--- src/rtl/if_stage_ibuf_pkg.sv ---
// Shared types and constants for the decoupled fetch stage: branch bus layout,
// ID bus width and the sequential-PC helper.
package if_stage_ibuf_pkg;

  localparam int BR_BUS_WD    = 34;
  localparam int FS_DS_BUS_WD = 64;

  // Instruction word stored in an address-error entry.
  localparam logic [31:0] ADEF_FILL_INST = 32'h0000_0000;

  // {br_stall, br_taken, br_target[31:0]}
  typedef struct packed {
    logic        stall;
    logic        taken;
    logic [31:0] target;
  } br_bus_t;

  function automatic logic [31:0] next_seq_pc(input logic [31:0] pc);
    return pc + 32'd4;
  endfunction

endpackage

--- src/rtl/if_stage_ibuf_fetch_queue.sv ---
// In-order fetch buffer: entries are allocated at request time and filled as
// responses return; the head is offered to ID once filled.
module if_fetch_queue
  import if_stage_ibuf_pkg::*;
#(
  parameter int DEPTH = 4,
  parameter int CW    = $clog2(DEPTH) + 2
) (
  input  logic          clk,
  input  logic          reset,
  input  logic          flush,
  input  logic          alloc,
  input  logic [31:0]   alloc_pc,
  input  logic          alloc_filled,
  input  logic          alloc_adef,
  input  logic          fill,
  input  logic [31:0]   fill_inst,
  input  logic          pop,
  output logic          head_valid,
  output logic [31:0]   head_pc,
  output logic [31:0]   head_inst,
  output logic          head_adef,
  output logic [CW-1:0] occupancy
);

  localparam int PW = $clog2(DEPTH);

  logic [PW-1:0]    head_reg;
  logic [PW-1:0]    tail_reg;
  logic [PW-1:0]    fill_reg;
  logic [CW-1:0]    occ_reg;
  logic [DEPTH-1:0] filled_reg;
  logic [DEPTH-1:0] adef_reg;
  logic [DEPTH-1:0] alloc_hit;
  logic [DEPTH-1:0] fill_hit;
  logic [DEPTH-1:0] pop_hit;
  logic [31:0]      pc_mem   [DEPTH];
  logic [31:0]      inst_mem [DEPTH];

  genvar gi;
  generate
    for (gi = 0; gi < DEPTH; gi++) begin : g_dec
      assign alloc_hit[gi] = alloc & (tail_reg == PW'(gi));
      assign fill_hit[gi]  = fill  & (fill_reg == PW'(gi));
      assign pop_hit[gi]   = pop   & (head_reg == PW'(gi));
    end
  endgenerate

  // Alloc, fill and pop never target the same entry in one cycle: the full
  // check and the filled flag keep the three pointers apart.
  always_ff @(posedge clk) begin
    if (reset || flush) begin
      filled_reg <= '0;
      adef_reg   <= '0;
    end else begin
      for (int i = 0; i < DEPTH; i++) begin
        if (alloc_hit[i]) begin
          filled_reg[i] <= alloc_filled;
          adef_reg[i]   <= alloc_adef;
        end else if (fill_hit[i]) begin
          filled_reg[i] <= 1'b1;
        end else if (pop_hit[i]) begin
          filled_reg[i] <= 1'b0;
          adef_reg[i]   <= 1'b0;
        end
      end
    end
  end

  always_ff @(posedge clk) begin
    if (reset || flush) begin
      head_reg <= '0;
      tail_reg <= '0;
      fill_reg <= '0;
      occ_reg  <= '0;
    end else begin
      head_reg <= head_reg + PW'(pop);
      tail_reg <= tail_reg + PW'(alloc);
      fill_reg <= fill_reg + PW'(fill);
      occ_reg  <= occ_reg + CW'(alloc) - CW'(pop);
    end
  end

  always_ff @(posedge clk) begin
    if (alloc) begin
      pc_mem[tail_reg] <= alloc_pc;
      if (alloc_filled) begin
        inst_mem[tail_reg] <= ADEF_FILL_INST;
      end
    end
    if (fill) begin
      inst_mem[fill_reg] <= fill_inst;
    end
  end

  assign head_valid = filled_reg[head_reg];
  assign head_pc    = pc_mem[head_reg];
  assign head_inst  = inst_mem[head_reg];
  assign head_adef  = adef_reg[head_reg];
  assign occupancy  = occ_reg;

endmodule

--- src/rtl/if_stage_ibuf.sv ---
// Decoupled IF stage with up to IBUF_DEPTH fetches in flight and redirect cancellation.
// Optional macro FS_ADEF_EN: misaligned fetch_pc produces an address-error entry and halts fetch.
module if_stage_ibuf
  import if_stage_ibuf_pkg::*;
#(
  parameter logic [31:0] RESET_PC   = 32'h1c00_0000,
  parameter int          IBUF_DEPTH = 4
) (
  input  logic                    clk,
  input  logic                    reset,
  input  logic [BR_BUS_WD-1:0]    br_bus,
  output logic                    inst_sram_req,
  output logic [31:0]             inst_sram_addr,
  input  logic                    inst_sram_addr_ok,
  input  logic                    inst_sram_data_ok,
  input  logic [31:0]             inst_sram_rdata,
  input  logic                    ds_allow_in,
  output logic                    fs_to_ds_valid,
  output logic [FS_DS_BUS_WD-1:0] fs_ds_bus,
  output logic                    fs_adef
);

  localparam int CW = $clog2(IBUF_DEPTH) + 2;

  br_bus_t       br;
  logic [31:0]   fetch_pc_reg;
  logic [31:0]   fetch_pc_next;
  logic [CW-1:0] outstanding_reg;
  logic [CW-1:0] outstanding_next;
  logic [CW-1:0] cancel_cnt_reg;
  logic [CW-1:0] cancel_cnt_next;
  logic [CW-1:0] occupancy;
  logic          occ_full;
  logic          can_issue;
  logic          accept;
  logic          data_keep;
  logic          q_alloc;
  logic          q_alloc_filled;
  logic          q_pop;
  logic          head_valid;
  logic [31:0]   head_pc;
  logic [31:0]   head_inst;
  logic          head_adef;

  assign br        = br_bus_t'(br_bus);
  assign occ_full  = (occupancy == CW'(IBUF_DEPTH));
  assign can_issue = ~reset & ~br.stall & ~br.taken & ~occ_full;
  assign data_keep = inst_sram_data_ok & (cancel_cnt_reg == '0);

`ifdef FS_ADEF_EN
  logic halt_reg;
  logic misaligned;
  logic adef_push;

  assign misaligned     = (fetch_pc_reg[1:0] != 2'b00);
  assign adef_push      = can_issue & ~halt_reg & misaligned;
  assign inst_sram_req  = can_issue & ~halt_reg & ~misaligned;
  assign q_alloc_filled = adef_push;

  // Halt holds fetch on the faulting address until software redirects.
  always_ff @(posedge clk) begin
    if (reset || br.taken) begin
      halt_reg <= 1'b0;
    end else if (adef_push) begin
      halt_reg <= 1'b1;
    end
  end
`else
  assign inst_sram_req  = can_issue;
  assign q_alloc_filled = 1'b0;
`endif

  assign accept  = inst_sram_req & inst_sram_addr_ok;
  assign q_alloc = accept | q_alloc_filled;
  assign q_pop   = head_valid & ds_allow_in & ~reset;

  // A response in the redirect cycle consumes either a pending cancel or an
  // in-flight slot, so one is subtracted in both cases.
  always_comb begin
    fetch_pc_next    = fetch_pc_reg;
    outstanding_next = outstanding_reg;
    cancel_cnt_next  = cancel_cnt_reg;
    if (br.taken) begin
      fetch_pc_next    = br.target;
      outstanding_next = '0;
      cancel_cnt_next  = cancel_cnt_reg + outstanding_reg - CW'(inst_sram_data_ok);
    end else begin
      if (accept) begin
        fetch_pc_next = next_seq_pc(fetch_pc_reg);
      end
      outstanding_next = outstanding_reg + CW'(accept) - CW'(data_keep);
      if (inst_sram_data_ok && !data_keep) begin
        cancel_cnt_next = cancel_cnt_reg - CW'(1);
      end
    end
  end

  always_ff @(posedge clk) begin
    if (reset) begin
      fetch_pc_reg    <= RESET_PC;
      outstanding_reg <= '0;
      cancel_cnt_reg  <= '0;
    end else begin
      fetch_pc_reg    <= fetch_pc_next;
      outstanding_reg <= outstanding_next;
      cancel_cnt_reg  <= cancel_cnt_next;
    end
  end

  if_fetch_queue #(
    .DEPTH (IBUF_DEPTH),
    .CW    (CW)
  ) u_queue (
    .clk          (clk),
    .reset        (reset),
    .flush        (br.taken),
    .alloc        (q_alloc),
    .alloc_pc     (fetch_pc_reg),
    .alloc_filled (q_alloc_filled),
    .alloc_adef   (q_alloc_filled),
    .fill         (data_keep & ~br.taken),
    .fill_inst    (inst_sram_rdata),
    .pop          (q_pop),
    .head_valid   (head_valid),
    .head_pc      (head_pc),
    .head_inst    (head_inst),
    .head_adef    (head_adef),
    .occupancy    (occupancy)
  );

  assign inst_sram_addr = fetch_pc_reg;
  assign fs_to_ds_valid = head_valid & ~reset;
  assign fs_ds_bus      = fs_to_ds_valid ? {head_pc, head_inst} : '0;

`ifdef FS_ADEF_EN
  assign fs_adef = fs_to_ds_valid & head_adef;
`else
  assign fs_adef = 1'b0;
`endif

endmodule
--- config.mk ---
export PLATFORM = sky130hd
export DESIGN_NAME = if_stage_ibuf
export DESIGN_NICKNAME = d
export VERILOG_FILES = /design/src/rtl/if_stage_ibuf_pkg.sv /design/src/rtl/if_stage_ibuf_fetch_queue.sv /design/src/rtl/if_stage_ibuf.sv
export SDC_FILE = /design/constraint.sdc
export NUM_CORES = 1
export LEC_CHECK = 0
export BUFFER_PORTS_ARGS = -buffer_cell sky130_fd_sc_hd__buf_2
export CAP_MARGIN = 20
export CORE_ASPECT_RATIO = 1.1
export CORE_MARGIN = 3
export CORE_UTILIZATION = 53
export DETAILED_ROUTE_END_ITERATION = 8
export PLACE_DENSITY = 0.88
export SETUP_SLACK_MARGIN = 0.5
export SLEW_MARGIN = 40
export SYNTH_ARGS = -nofsm -noshare
export SYNTH_HDL_FRONTEND = slang
export SYNTH_HIERARCHICAL = 1
export SYNTH_SLANG_ARGS = --single-unit
--- constraint.sdc ---
create_clock -name clk -period 2.6 [get_ports clk]
set_input_delay 0.26 -clock clk [delete_from_list [all_inputs] [get_ports clk]]
set_output_delay 0.26 -clock clk [all_outputs]
set_load 0.005 [all_outputs]
* Word-level counts from Yosys, hierarchy flattened
Memory sizes are Yosys's and may differ from the RTL's. A register that Yosys moved wholly into a read port is not among the register bits.
Index checks and enable logic that the tools add are counted.
** Storage, ports and cells
- Flip-flop bits (word level) :: 54
- Output and inout bits :: 99
- Input bits :: 71
- Logic and storage cells :: 99
- Bits in writable memories :: 256
- Memories :: 2
** Operators by class
- Mux-type cells :: 21
- Equal/unequal tests :: 10
- Bitwise logic cells :: 25
- Magnitude comparators :: 1
- Add/subtract/negate cells :: 11
- Reduce and logical (&&, ||, !) cells :: 18
** Memories
- u_queue.inst_mem :: words 4, width 32, read ports 1, clocked after memory_dff 1, write ports 1, line if_stage_ibuf_fetch_queue.sv:38 : logic [31:0] inst_mem [DEPTH];
- u_queue.pc_mem :: words 4, width 32, read ports 1, clocked after memory_dff 1, write ports 1, line if_stage_ibuf_fetch_queue.sv:37 : logic [31:0] pc_mem [DEPTH];
** Operators with widths (number)
- 2-to-1 mux 32 bit :: 2
- 2-to-1 mux 64 bit :: 1
- adder 32 x 3 -> 32 bit, second input constant :: 1
- bitwise AND 1 bit :: 21
- 2-to-1 mux 1 bit :: 13
- == test 2 bit, second input constant :: 6
- nonzero test 2 bit :: 6
- subtractor 4 x 1 -> 4 bit :: 3
- OR reduction 2 bit :: 5
- adder 4 x 1 -> 4 bit :: 2
- 2-to-1 mux 4 bit :: 2
- adder 2 x 1 -> 2 bit :: 3
- == test 2 x 1 -> 1 bit, second input constant :: 3
- logical NOT 2 bit :: 3
- adder 4 bit :: 1
- == test 4 x 3 -> 1 bit, second input constant :: 1
- logical NOT 4 bit :: 1
- 2-to-1 mux 2 bit :: 2
- NOT 1 bit :: 4
- subtractor 4 x 1 -> 4 bit, second input constant :: 1
- < comparator 2 x 3 -> 1 bit, second input constant :: 1
- binary-select mux 1 bit (select 2 bit) :: 1
- logical AND 1 bit :: 1
- logical NOT 1 bit :: 1
- logical OR 1 bit :: 1

* Longest topological paths before layout
- Depth in word-level cells :: 7
- Depth in mapped cells :: 13
- Depth with buffers taken out :: 11

* Modules after synthesis
The synthesis kept the hierarchy.
** By module, submodules not included
- if_fetch_queue :: sequential area each 8047.7 µm², area an instance 11004.3 µm², times used 1, cells an instance 579
- if_stage_ibuf :: sequential area each 800.8 µm², area an instance 2906.5 µm², times used 1, cells an instance 373

* Worst setup path after synthesis
Ideal clock, no wire load.
- Kind :: register to register
- From :: register u_queue.head_reg[0]
- To :: register u_queue.occ_reg[2], in the netlist u_queue/occupancy[2]
- Data arrival time :: 2663 ps
- Required time :: 2479 ps
- Clock period less this slack :: 2784 ps
- Library setup time :: 121 ps
- Buffers on the path :: 3
- Stages on the path, launching flop included :: 14
- Path slack :: -184 ps
- Cells stage by stage :: dfxtp_1 buf_6 buf_6 mux4_2 nor2b_1 buf_1 and2_1 ha_1 inv_1 ha_1 inv_1 fa_1 xor2_1 nor2_1
** Between the ends
- Word-level cells in the longest chain between the ends :: 5
** RTL lines
- from (decl) :: line if_stage_ibuf_fetch_queue.sv:28 : logic [PW-1:0] head_reg;
- from (signal assigned) :: line if_stage_ibuf_fetch_queue.sv:77 : head_reg <= head_reg + PW'(pop);
- binary-select mux 1 bit (select 2 bit) :: line if_stage_ibuf_fetch_queue.sv:96 : assign head_valid = filled_reg[head_reg];
- 2-to-1 mux 1 bit (implied by the code) :: line if_stage_ibuf_fetch_queue.sv:96
- via head_valid :: line if_stage_ibuf.sv:40 : logic head_valid;
- bitwise AND 1 bit (2 in series) :: line if_stage_ibuf.sv:75 : assign q_pop = head_valid & ds_allow_in & ~reset;
- via q_pop :: line if_stage_ibuf.sv:39 : logic q_pop;
- subtractor 4 x 1 -> 4 bit :: line if_stage_ibuf_fetch_queue.sv:80 : occ_reg <= occ_reg + CW'(alloc) - CW'(pop);
- to (signal assigned) :: line if_stage_ibuf_fetch_queue.sv:80
- to (decl) :: line if_stage_ibuf_fetch_queue.sv:31 : logic [CW-1:0] occ_reg;
The timed path passes the listed nets, and every way through them passes these cells. The select of a mux whose other input is x is not followed.
A chain may end at the register's enable or synchronous reset.

* Worst setup path after layout
- From :: register u_queue.head_reg[0]
- To :: output fs_ds_bus[55]
** Between the ends
- Word-level cells in the longest chain between the ends :: 4
** RTL lines
- binary-select mux 1 bit (select 2 bit) :: line if_stage_ibuf_fetch_queue.sv:96
- 2-to-1 mux 1 bit (implied by the code) :: line if_stage_ibuf_fetch_queue.sv:96
- via head_valid :: line if_stage_ibuf.sv:40
- bitwise AND 1 bit :: line if_stage_ibuf.sv:132 : assign fs_to_ds_valid = head_valid & ~reset;
- 2-to-1 mux 64 bit :: line if_stage_ibuf.sv:133 : assign fs_ds_bus = fs_to_ds_valid ? {head_pc, head_inst} : '0;
- to (decl) :: line if_stage_ibuf.sv:19 : output logic [FS_DS_BUS_WD-1:0] fs_ds_bus,
The timed path passes the listed nets, and every way through them passes these cells. The select of a mux whose other input is x is not followed.

==> impl_metrics.json <==
{
  "fin_crit_ns": 2.40,
  "gp_congestion": 0.842,
  "wire_per_inst_um": 23.1,
  "final_cell_mix": "256 x edfxtp_1, 203 x and2_1, 168 x buf_2",
  "drtPass1Iterations": 5,
  "hpwl_um": 19100,
  "cap_viol_max_count": 0,
  "end_kind": "output port",
  "timing.fmax_mhz": 417,
  "die_w_um": 160,
  "pwr-share-comb_pct": 11.7,
  "cts_tree": "done",
  "syn2layout_area_growth_pct": 22.6,
  "vias": 9072,
  "hp-class": "input port to register",
  "grt_pass1_wl_um": 53300,
  "finalSetupTns_ns": 0,
  "fin_skew_ns": 0.0207,
  "start_util_pct": 54.1,
  "worst_pin_slew_ns": 0.596,
  "pre_cts_slack_ns": 0.295,
  "syn-instance-count": 937,
  "status": "finished, final reports clean",
  "antenna_found_initial": 3,
  "gr-total-overflow": 0,
  "row_count": 61,
  "drt-initial-drc-count": 895,
  "layout.area.seq_um2": 8800,
  "critical_path.max_fanout": 17,
  "synth_area_per_cell_um2": 14.7,
  "rsz0062_at_grt": "true",
  "critPathSlowestCell": "dfxtp_4",
  "max_stage_delay_ns": 0.37,
  "ios": 170,
  "critPathKind": "register to output port",
  "drt_wl_total_um": 35200,
  "grt_pass1_vias": 9268,
  "clock-root-buffer": "clkbuf_16",
  "grt_max_degree": 70,
  "die-height_um": 175,
  "worstSkewPairLatency_ns": 0.56,
  "cp.required_ns": 2.34,
  "irDropWorstVdd_mv": 0.634,
  "setup_viol": 0,
  "switching_share_pct": 23.3,
  "p_sw_w": 0.00267,
  "fin_nets": 1247,
  "dieArea_um2": 27900,
  "viasPerCell": 5.96,
  "clk_pin_slew_worst_paths_ns": 0.06,
  "synth_area_um2": 13700,
  "numPortBuffers": 168,
  "p_leak_nw": 6.04,
  "clkPwrFrac_pct": 38.7,
  "core-area_um2": 25400,
  "clkSinkCount": 310,
  "worst_slack_ns": 0.201,
  "crit_chain": "mux4_2 -> nor2b_4 -> buf_12 -> and2_1 -> buf_2",
  "htreeDepth": 1,
  "layout_commonest_cell": "edfxtp_1",
  "r2r_slack_ns": 0.24,
  "drive_gt1_share_pct": 34.2,
  "arrival_ns": 2.14,
  "yosysWarnings": 6,
  "ant_nets": 0,
  "internal-power_w": 0.00877,
  "p_per_area_nw_per_um2": 679,
  "multi_input_area_um2": 4950,
  "grtUsageTotal_pct": 24.6,
  "cts_buffer_depth": 3,
  "seq_power_share_pct": 49.7,
  "slew_headroom_pct": 60.3,
  "cts_buffers": 31,
  "fin_crit_sh_pct": 92.3,
  "maxSlewViolCount": 0,
  "critPathLaunchType": "register",
  "drc": 0,
  "final-hold-violation-count": 0,
  "fillers": 1649
}
-- final cells by class --
class / instances / area share (%)
well taps: 346 / 2.57
clock buffers: 40 / 5.05
inverters: 28 / 0.757
repair buffers: 226 / 9.05
diodes: 2 / 0.0297
clock inverters: 15 / 0.928
multi-input cells: 556 / 29.4
flip-flops and latches: 310 / 52.2
-- power groups by stage --
stage	sequential [W]	clock, W	combinational [W]
after global placement	0.00575	0	0.00100
after floorplan	0.00573	0	0.000718
final	0.00568	0.00442	0.00133
after CTS	0.00566	0.00445	0.00117
after global routing	0.00570	0.00468	0.00144
after detailed placement	0.00576	0	0.00107
-- metal layers --
| layer | GRT usage (%) | up-vias | wire, µm |
|---|---|---|---|
| li1 | - | 3918 | - |
| met5 | 0 | - | 12 |
| met4 | 10.1 | 2 | 1420 |
| met2 | 42.7 | 568 | 17700 |
| met1 | 31.4 | 4463 | 13000 |
| met3 | 3.56 | 121 | 3030 |
-- through the flow --
stage          hold WS (ns)  area [µm²]  total power, W  util [%]  std cells
6_report            0.00131       16800          0.0114      66.3       1523
5_1_grt              0.0122       16800          0.0118      66.3       1523
3_5_place_dp          0.486       15200         0.00683      59.8       1430
2_1_floorplan         0.387       14000         0.00645         -        945
4_1_cts             0.00294       16700          0.0113      65.7       1515
3_3_place_gp          0.464       15200         0.00675      59.8       1430
-- final timing paths --
kind | from | depth (start not counted) | end
min reg2reg | u_queue/filled_reg[1]$_SDFFE_PP0P_ | 2 | u_queue/filled_reg[1]$_SDFFE_PP0P_
min | br_bus[20] | 3 | inst_sram_addr[20]$_SDFFE_PP0N_
max | u_queue/head_reg[0]$_SDFF_PP0_ | 5 | fs_ds_bus[55]
max reg2reg | u_queue/head_reg[0]$_SDFF_PP0_ | 9 | u_queue/occupancy[1]$_SDFF_PP0_
-- timing repair --
| action | in CTS | in global routing |
|---|---|---|
| hold buffers | 19 | 0 |
| pin swaps | 4 | 12 |
| gates cloned | 8 | 2 |
| resized for setup | 25 | 39 |
| endpoints found under the setup margin | 204 | 357 |
| setup buffers | 3 | 4 |
| hold endpoints to repair | 19 | 0 |
-- worst max-delay path, delay by kind of cell, from the launching register on --
| kind | cells | cell delay, ns |
|---|---|---|
| buffers and inverters | 2 | 0.35 |
| flip-flops | 1 | 0.37 |
| multiplexers | 1 | 0.32 |
| AND/OR/NAND/NOR | 2 | 0.54 |
Power figures use the tool's default switching activity.
